==> config.mk <==
export PLATFORM = sky130hd
export DESIGN_NAME = time_disp_driver_flat
export DESIGN_NICKNAME = d
export VERILOG_FILES = /design/src/rtl/time_disp_pkg.sv /design/src/rtl/time_disp_driver_if.sv /design/src/rtl/time_disp_driver_seg7_encode.sv /design/src/rtl/time_disp_driver.sv /design/src/flat_wrapper.sv
export SDC_FILE = /design/constraint.sdc
export NUM_CORES = 1
export LEC_CHECK = 0
export CAP_MARGIN = 0
export CORE_UTILIZATION = 25
export CTS_CLUSTER_SIZE = 8
export DETAILED_ROUTE_END_ITERATION = 16
export GPL_TIMING_DRIVEN = 1
export PLACE_DENSITY = 0.38
export RECOVER_POWER = 25
export SETUP_SLACK_MARGIN = 0.2
export SYNTH_ARGS = -nofsm -noshare
export SYNTH_HDL_FRONTEND = slang
export SYNTH_HIERARCHICAL = 1
export SYNTH_SLANG_ARGS = --single-unit
==> constraint.sdc <==
create_clock -name clk -period 3.1 [get_ports clk]
set_input_delay 0.465 -clock clk [delete_from_list [all_inputs] [get_ports clk]]
set_output_delay 0.465 -clock clk [all_outputs]
set_load 0.01 [all_outputs]
==> src/rtl/time_disp_pkg.sv <==
// rtl/time_disp_pkg.sv - shared types and constants for the MM.SS display driver
//
// Purpose : conversion FSM state encoding, 7-segment codes ({g,f,e,d,c,b,a},
//           active-high), the per-field clamp value and digit positions.
// Ports   : none (package)
package time_disp_pkg;

  typedef enum logic [1:0] {
    IDLE   = 2'd0,
    CONV   = 2'd1,
    COMMIT = 2'd2
  } state_t;

  localparam logic [6:0] SEG_0     = 7'h3F;
  localparam logic [6:0] SEG_1     = 7'h06;
  localparam logic [6:0] SEG_2     = 7'h5B;
  localparam logic [6:0] SEG_3     = 7'h4F;
  localparam logic [6:0] SEG_4     = 7'h66;
  localparam logic [6:0] SEG_5     = 7'h6D;
  localparam logic [6:0] SEG_6     = 7'h7D;
  localparam logic [6:0] SEG_7     = 7'h07;
  localparam logic [6:0] SEG_8     = 7'h7F;
  localparam logic [6:0] SEG_9     = 7'h6F;
  localparam logic [6:0] SEG_BLANK = 7'h00;

  localparam logic [5:0] MAX_FIELD = 6'd59;

  localparam int DIG_SEC_ONES = 0;
  localparam int DIG_SEC_TENS = 1;
  localparam int DIG_MIN_ONES = 2;
  localparam int DIG_MIN_TENS = 3;

  // Out-of-range fields (60..63) display as 59 rather than wrapping.
  function automatic logic [5:0] clamp_field(input logic [5:0] v);
    return (v > MAX_FIELD) ? MAX_FIELD : v;
  endfunction

endpackage

==> src/rtl/time_disp_driver_if.sv <==
// rtl/time_disp_driver_if.sv - time word load handshake between time source and display driver
//
// Purpose : carries the binary time word, its load strobe and the busy flag.
// Signals : time_to_decode[11:0] {min[11:6], sec[5:0]}
//           load                 1-cycle sample request
//           busy                 conversion in progress
// Modports: master (time source), slave (display driver)
interface time_disp_driver_if;
  logic [11:0] time_to_decode;
  logic        load;
  logic        busy;

  modport master (output time_to_decode, output load, input  busy);
  modport slave  (input  time_to_decode, input  load, output busy);
endinterface

==> src/rtl/time_disp_driver_seg7_encode.sv <==
// rtl/time_disp_driver_seg7_encode.sv - combinational BCD to 7-segment encoder
//
// Purpose : maps one BCD digit to {g,f,e,d,c,b,a}, active-high; blank forces all off.
// Ports   : bcd[3:0] in, blank in, seg[6:0] out
module seg7_encode
  import time_disp_pkg::*;
(
  input  logic [3:0] bcd,
  input  logic       blank,
  output logic [6:0] seg
);

  always_comb begin
    seg = SEG_BLANK;
    if (!blank) begin
      case (bcd)
        4'd0:    seg = SEG_0;
        4'd1:    seg = SEG_1;
        4'd2:    seg = SEG_2;
        4'd3:    seg = SEG_3;
        4'd4:    seg = SEG_4;
        4'd5:    seg = SEG_5;
        4'd6:    seg = SEG_6;
        4'd7:    seg = SEG_7;
        4'd8:    seg = SEG_8;
        4'd9:    seg = SEG_9;
        default: seg = SEG_BLANK;
      endcase
    end
  end

endmodule

==> src/rtl/time_disp_driver.sv <==
// rtl/time_disp_driver.sv - MM.SS 4-digit multiplexed 7-segment driver with sequential BCD conversion
//
// Purpose : samples a binary {min,sec} word on load, converts each field to BCD by
//           repeated subtraction of 10, commits all four digits at once, and scans
//           them onto a multiplexed display. Optional macro DISP_LZ_BLANK_EN blanks
//           the minutes-tens digit when it is zero.
// Ports   : clk, rst (sync, active-high)
//           bus  time_disp_driver_if.slave (time_to_decode, load, busy)
//           seg[6:0] {g,f,e,d,c,b,a}, dp (MM/SS separator), an[3:0] one-hot digit enable
module time_disp_driver
  import time_disp_pkg::*;
#(
  parameter  int SCAN_DIV = 1000,
  localparam int CNT_W    = $clog2(SCAN_DIV)
) (
  input  logic                clk,
  input  logic                rst,
  time_disp_driver_if.slave   bus,
  output logic [6:0]          seg,
  output logic                dp,
  output logic [3:0]          an
);

  state_t           state_q,    state_d;
  logic             pending_q,  pending_d;
  logic             busy_q,     busy_d;
  logic [5:0]       min_rem_q,  min_rem_d;
  logic [5:0]       sec_rem_q,  sec_rem_d;
  logic [3:0]       min_tens_q, min_tens_d;
  logic [3:0]       sec_tens_q, sec_tens_d;
  logic [3:0][3:0]  disp_q,     disp_d;
  logic [CNT_W-1:0] cnt_q,      cnt_d;
  logic [3:0]       an_q,       an_d;
  logic [6:0]       seg_q,      seg_d;
  logic             dp_q,       dp_d;

  logic [3:0]       act_digit;
  logic             act_blank;

  // Conversion FSM
  always_comb begin
    state_d    = state_q;
    pending_d  = pending_q;
    busy_d     = busy_q;
    min_rem_d  = min_rem_q;
    sec_rem_d  = sec_rem_q;
    min_tens_d = min_tens_q;
    sec_tens_d = sec_tens_q;
    disp_d     = disp_q;

    // A load outside IDLE is remembered; the word itself is sampled when IDLE consumes it.
    if (bus.load && (state_q != IDLE)) begin
      pending_d = 1'b1;
    end

    case (state_q)
      IDLE: begin
        if (bus.load || pending_q) begin
          min_rem_d  = clamp_field(bus.time_to_decode[11:6]);
          sec_rem_d  = clamp_field(bus.time_to_decode[5:0]);
          min_tens_d = 4'd0;
          sec_tens_d = 4'd0;
          pending_d  = 1'b0;
          busy_d     = 1'b1;
          state_d    = CONV;
        end else begin
          busy_d = 1'b0;
        end
      end
      CONV: begin
        if ((min_rem_q < 6'd10) && (sec_rem_q < 6'd10)) begin
          state_d = COMMIT;
        end else begin
          if (min_rem_q >= 6'd10) begin
            min_rem_d  = min_rem_q - 6'd10;
            min_tens_d = min_tens_q + 4'd1;
          end
          if (sec_rem_q >= 6'd10) begin
            sec_rem_d  = sec_rem_q - 6'd10;
            sec_tens_d = sec_tens_q + 4'd1;
          end
        end
      end
      COMMIT: begin
        disp_d[DIG_SEC_ONES] = sec_rem_q[3:0];
        disp_d[DIG_SEC_TENS] = sec_tens_q;
        disp_d[DIG_MIN_ONES] = min_rem_q[3:0];
        disp_d[DIG_MIN_TENS] = min_tens_q;
        state_d              = IDLE;
        // Stay busy straight through when another conversion is already queued.
        busy_d               = pending_q | bus.load;
      end
      default: begin
        state_d = IDLE;
        busy_d  = 1'b0;
      end
    endcase
  end

  // Digit scan, independent of the conversion
  always_comb begin
    if (cnt_q == CNT_W'(SCAN_DIV - 1)) begin
      cnt_d = '0;
      an_d  = {an_q[2:0], an_q[3]};
    end else begin
      cnt_d = cnt_q + CNT_W'(1);
      an_d  = an_q;
    end
  end

  // seg/dp are computed from the next an and next digits so the registered
  // outputs always agree with the registered an.
  always_comb begin
    case (an_d)
      4'b0010: act_digit = disp_d[DIG_SEC_TENS];
      4'b0100: act_digit = disp_d[DIG_MIN_ONES];
      4'b1000: act_digit = disp_d[DIG_MIN_TENS];
      default: act_digit = disp_d[DIG_SEC_ONES];
    endcase
`ifdef DISP_LZ_BLANK_EN
    act_blank = (an_d == 4'b1000) && (disp_d[DIG_MIN_TENS] == 4'd0);
`else
    act_blank = 1'b0;
`endif
    dp_d = (an_d == 4'b0100);
  end

  seg7_encode u_seg7_encode (
    .bcd   (act_digit),
    .blank (act_blank),
    .seg   (seg_d)
  );

  always_ff @(posedge clk) begin
    if (rst) begin
      state_q    <= IDLE;
      pending_q  <= 1'b0;
      busy_q     <= 1'b0;
      min_rem_q  <= '0;
      sec_rem_q  <= '0;
      min_tens_q <= '0;
      sec_tens_q <= '0;
      disp_q     <= '0;
      cnt_q      <= '0;
      an_q       <= 4'b0001;
      seg_q      <= SEG_0;
      dp_q       <= 1'b0;
    end else begin
      state_q    <= state_d;
      pending_q  <= pending_d;
      busy_q     <= busy_d;
      min_rem_q  <= min_rem_d;
      sec_rem_q  <= sec_rem_d;
      min_tens_q <= min_tens_d;
      sec_tens_q <= sec_tens_d;
      disp_q     <= disp_d;
      cnt_q      <= cnt_d;
      an_q       <= an_d;
      seg_q      <= seg_d;
      dp_q       <= dp_d;
    end
  end

  assign bus.busy = busy_q;
  assign seg      = seg_q;
  assign dp       = dp_q;
  assign an       = an_q;

endmodule
==> src/flat_wrapper.sv <==
// flat-port wrapper written by rule: the top's interface ports become plain ports
module time_disp_driver_flat import time_disp_pkg::*;
#(
  parameter  int SCAN_DIV = 1000,
  localparam int CNT_W    = $clog2(SCAN_DIV)
)
  (clk, rst, seg, dp, an, bus_time_to_decode, bus_load, bus_busy);
  time_disp_driver_if bus_i ();
  input  logic clk;
  input  logic rst;
  output logic [6:0] seg;
  output logic dp;
  output logic [3:0] an;
  input wire logic [$bits(bus_i.time_to_decode)-1:0] bus_time_to_decode;
  input wire logic [$bits(bus_i.load)-1:0] bus_load;
  output wire logic [$bits(bus_i.busy)-1:0] bus_busy;
  assign bus_i.time_to_decode = bus_time_to_decode;
  assign bus_i.load = bus_load;
  assign bus_busy = bus_i.busy;
  time_disp_driver #(.SCAN_DIV(SCAN_DIV)) u_core (.clk(clk), .rst(rst), .bus(bus_i), .seg(seg), .dp(dp), .an(an));
endmodule
==> results of run 1 <==
## worst reg2reg max path, cell delays in order, from the launching register on
cell and delay [ns]:
dfxtp_1 0.40, or4b_4 0.60, nor4_4 0.23, nor3b_4 0.11, buf_4 0.16, a22oi_2 0.24, inv_1 0.13, ha_1 0.31
nor2_1 0.04, nor2_1 0.08, nor2_1 0.04, or2_2 0.25
## power by group
| group | total, mW | switching, mW | internal (mW) |
|---|---|---|---|
| clock | 1.01 | 0.351 | 0.657 |
| combinational | 0.545 | 0.316 | 0.228 |
| sequential | 0.942 | 0.0684 | 0.873 |
## final cells by class
type	instances	area share, %
repair buffers	39	8.97
inverters	6	0.563
multi-input cells	276	46.7
flip-flops and latches	62	31.1
well taps	172	5.38
clock inverters	1	0.750
clock buffers	13	6.50
## layer usage
layer / vias up / wire, µm / global-route usage [%] / share of wire, %
met5: - / 0 / 0 / 0
met4: 0 / 197 / 7.69 / 2.6
met3: 13 / 224 / 2.98 / 2.9
met2: 28 / 3400 / 18.8 / 45
met1: 1218 / 3780 / 16.8 / 50
li1: 1339 / - / - / -
## what timing repair did
action,CTS,global route
setup endpoints to repair,3,7
pin swaps,0,4
gates resized for setup,1,12
hold endpoints to repair,0,0
buffers inserted,0,3
## cell usage in the layout, fill, tap and decap left out, types with 4 or more instances in the layout
master and instances:
conb_1 8, nor2_1 41, nand3_1 9, nor3_1 21, nand2b_1 15, a22oi_1 4
clkdlybuf4s50_1 25, o21ai_0 4, mux2i_1 13, or2_2 6, xnor2_1 10, inv_1 6
o22ai_1 12, a21oi_1 22, nor2b_1 10, dfxtp_1 59, buf_4 9, o32ai_1 4
clkbuf_16 9, ha_1 9, nand2_1 23, clkbuf_1 5
## per-stage QoR
stage,std cells,utilization (%),area [µm²]
4_1_cts,566,31.3,3950
2_1_floorplan,368,-,3250
3_3_place_gp,552,28.9,3650
3_5_place_dp,552,28.9,3650
5_1_grt,569,31.7,4000
6_report,569,31.7,4000
## path summary, 6_finish.rpt
check                  start               to  slack, ns  cells after the start
max             u_core/an[1]    u_core/seg[1]       0.38                     11
max reg2reg     u_core/an[1]    u_core/seg[1]       0.38                     11
min          u_core/cnt_q[0]  u_core/cnt_q[0]       0.47                      1
min reg2reg  u_core/cnt_q[0]  u_core/cnt_q[0]       0.47                      1
## cells by family (layout without fill, tap and decap cells)
family	after synthesis	count (layout)	share of synthesized area [%]
other cells	1	8	0.116
simple gates	153	153	27.2
compound gates	77	77	16.2
flops	62	62	38.5
mux	16	16	5.43
buf+inv	30	59	5.43
fa+ha+maj	10	10	3.88
xor+xnor	12	12	3.26
## registers in the layout, indices dropped and copies added, names as in the netlist
name / count
u_core/disp_q: 16
u_core/min_tens_q: 4
u_core/sec_tens_q: 4
u_core/min_rem_q: 6
u_core/an: 4
u_core/state_q: 2
u_core/bus.busy: 1
u_core/dp: 1
u_core/seg: 7
u_core/sec_rem_q: 6
u_core/cnt_q: 10
u_core/pending_q: 1
==> impl_metrics.toml, run 1 <==
[power_and_ir_drop]
p_per_area_nw_per_um2 = 623
ir_worst_vdd_mv = 0.208
p_leak_nw = 1.54
power_mw = 2.49

[setup_path]
crit_type = "register to register"
cp_num_buf_inv = 2
critPathArrivalTime_ns = 2.93
start_kind = "register"
cp_cell_sequence = "or4b_4 -> nor4_4 -> nor3b_4 -> buf_4 -> a22oi_2 -> inv_1 -> ha_1 -> nor2_1 -> nor2_1 -> nor2_1 -> or2_2"
endpoint_kind = "register"
critical-path-slowest-cell = "or4b_4"
crit_fanout = 11
worstPathRequired_ns = 3.32
crit_path_max_incr_delay_ns = 0.60
crit_family = "simple AND/OR/NAND/NOR gates"
path_common_cell = "nor2_1"

[routing]
vias = 2598
drt_first_iter_violations = 95
drt_first_pass_iters = 10
via_per_inst = 4.57
wirelength_mm = 7.60
drc = 2
ant_nets = 0
wire_per_inst_um = 13.4

[placement]
portBuffers = 27
dp_slack_ns = 0.192
dp_hpwl_mm = 5.39
place_congestion = 0.721

[yosys]
synth_sequential_area_ratio_pct = 38.5
synth-seq-cells = 62
yosys_warnings = 6
synth_top_area_share_pct = 38.5
synth_ff_type = "dfxtp_1"
synth.area.top_cells = "dfxtp_1, nor2_1, mux2i_1"
syn_area_per_cell_um2 = 8.94
yosys-top-cells-count = "dfxtp_1, nor2_1, nand2_1"
synth_edf_count = 0
async_flop_share_pct = 0
netlist-cell-type-count = 63
post-synth-top-count-cell = "dfxtp_1"
yosysTopAreaCell = "dfxtp_1"
netlist_instances = 361
synth_area_um2 = 3230

[timing]
fmax_mhz = 368
fin_skew_ns = 0.00784
setup_ws_ns = 0.385
maxSlewHeadroom_pct = 17.4
whs_ns = 0.471
tightest_slew_ns = 1.24
rsz0062_at_grt = "no"
drv_slew = 0
setup_viol = 0
finalCriticalPeriod_ns = 2.72
tns_ns = 0
hold_viol = 0
fin_crit_sh_pct = 87.6

[global_route]
grt_pass1_vias = 2446
grt_pass1_wl_mm = 12.6
grt_max_degree = 28
track_usage_pct = 12.7
grt_overflow_total = 0
antenna_found_initial = 0

[cts]
clockBufferDepth = 2
path_clk_slew_ns = 0.05
cts_hold_buf = 0
cts_sinks = 62
htree_levels = 3
insertion_delay_ns = 0.34
cts_made_buffers = 9
root_buffer = "clkbuf_16"
cts_tree = "yes"

[die]
rows = 41
ios = 28
start_util_pct = 25.6
die_h_um = 116
core-area_um2 = 12600
fp.dieW_um = 116
dieArea_um2 = 13400

[final_layout]
regArea_um2 = 1240
nets = 419
multi_input_area_um2 = 1870
fillers = 1338
antennaDiodeCount = 0
area_growth_syn_to_layout_pct = 24.0
drive_gt1_share_pct = 13.1

[min_path]
hp-class = "register to register"

[flow_run]
maxCapViolations = 0

[run_status]
status = "finished with violations"
violations = "DRC"
(Power assumes the default switching activity.)
==> run 2: changes to the inputs <==
--- a/config.mk
+++ b/config.mk
@@ -7,7 +7,7 @@
 export LEC_CHECK = 0
 export CAP_MARGIN = 0
 export CORE_UTILIZATION = 25
-export CTS_CLUSTER_SIZE = 8
+export CTS_CLUSTER_SIZE = 28
 export DETAILED_ROUTE_END_ITERATION = 16
 export GPL_TIMING_DRIVEN = 1
 export PLACE_DENSITY = 0.38
==> results of run 2 <==
Same layout as run 1: the final DEF is identical, and so are final timing and power.
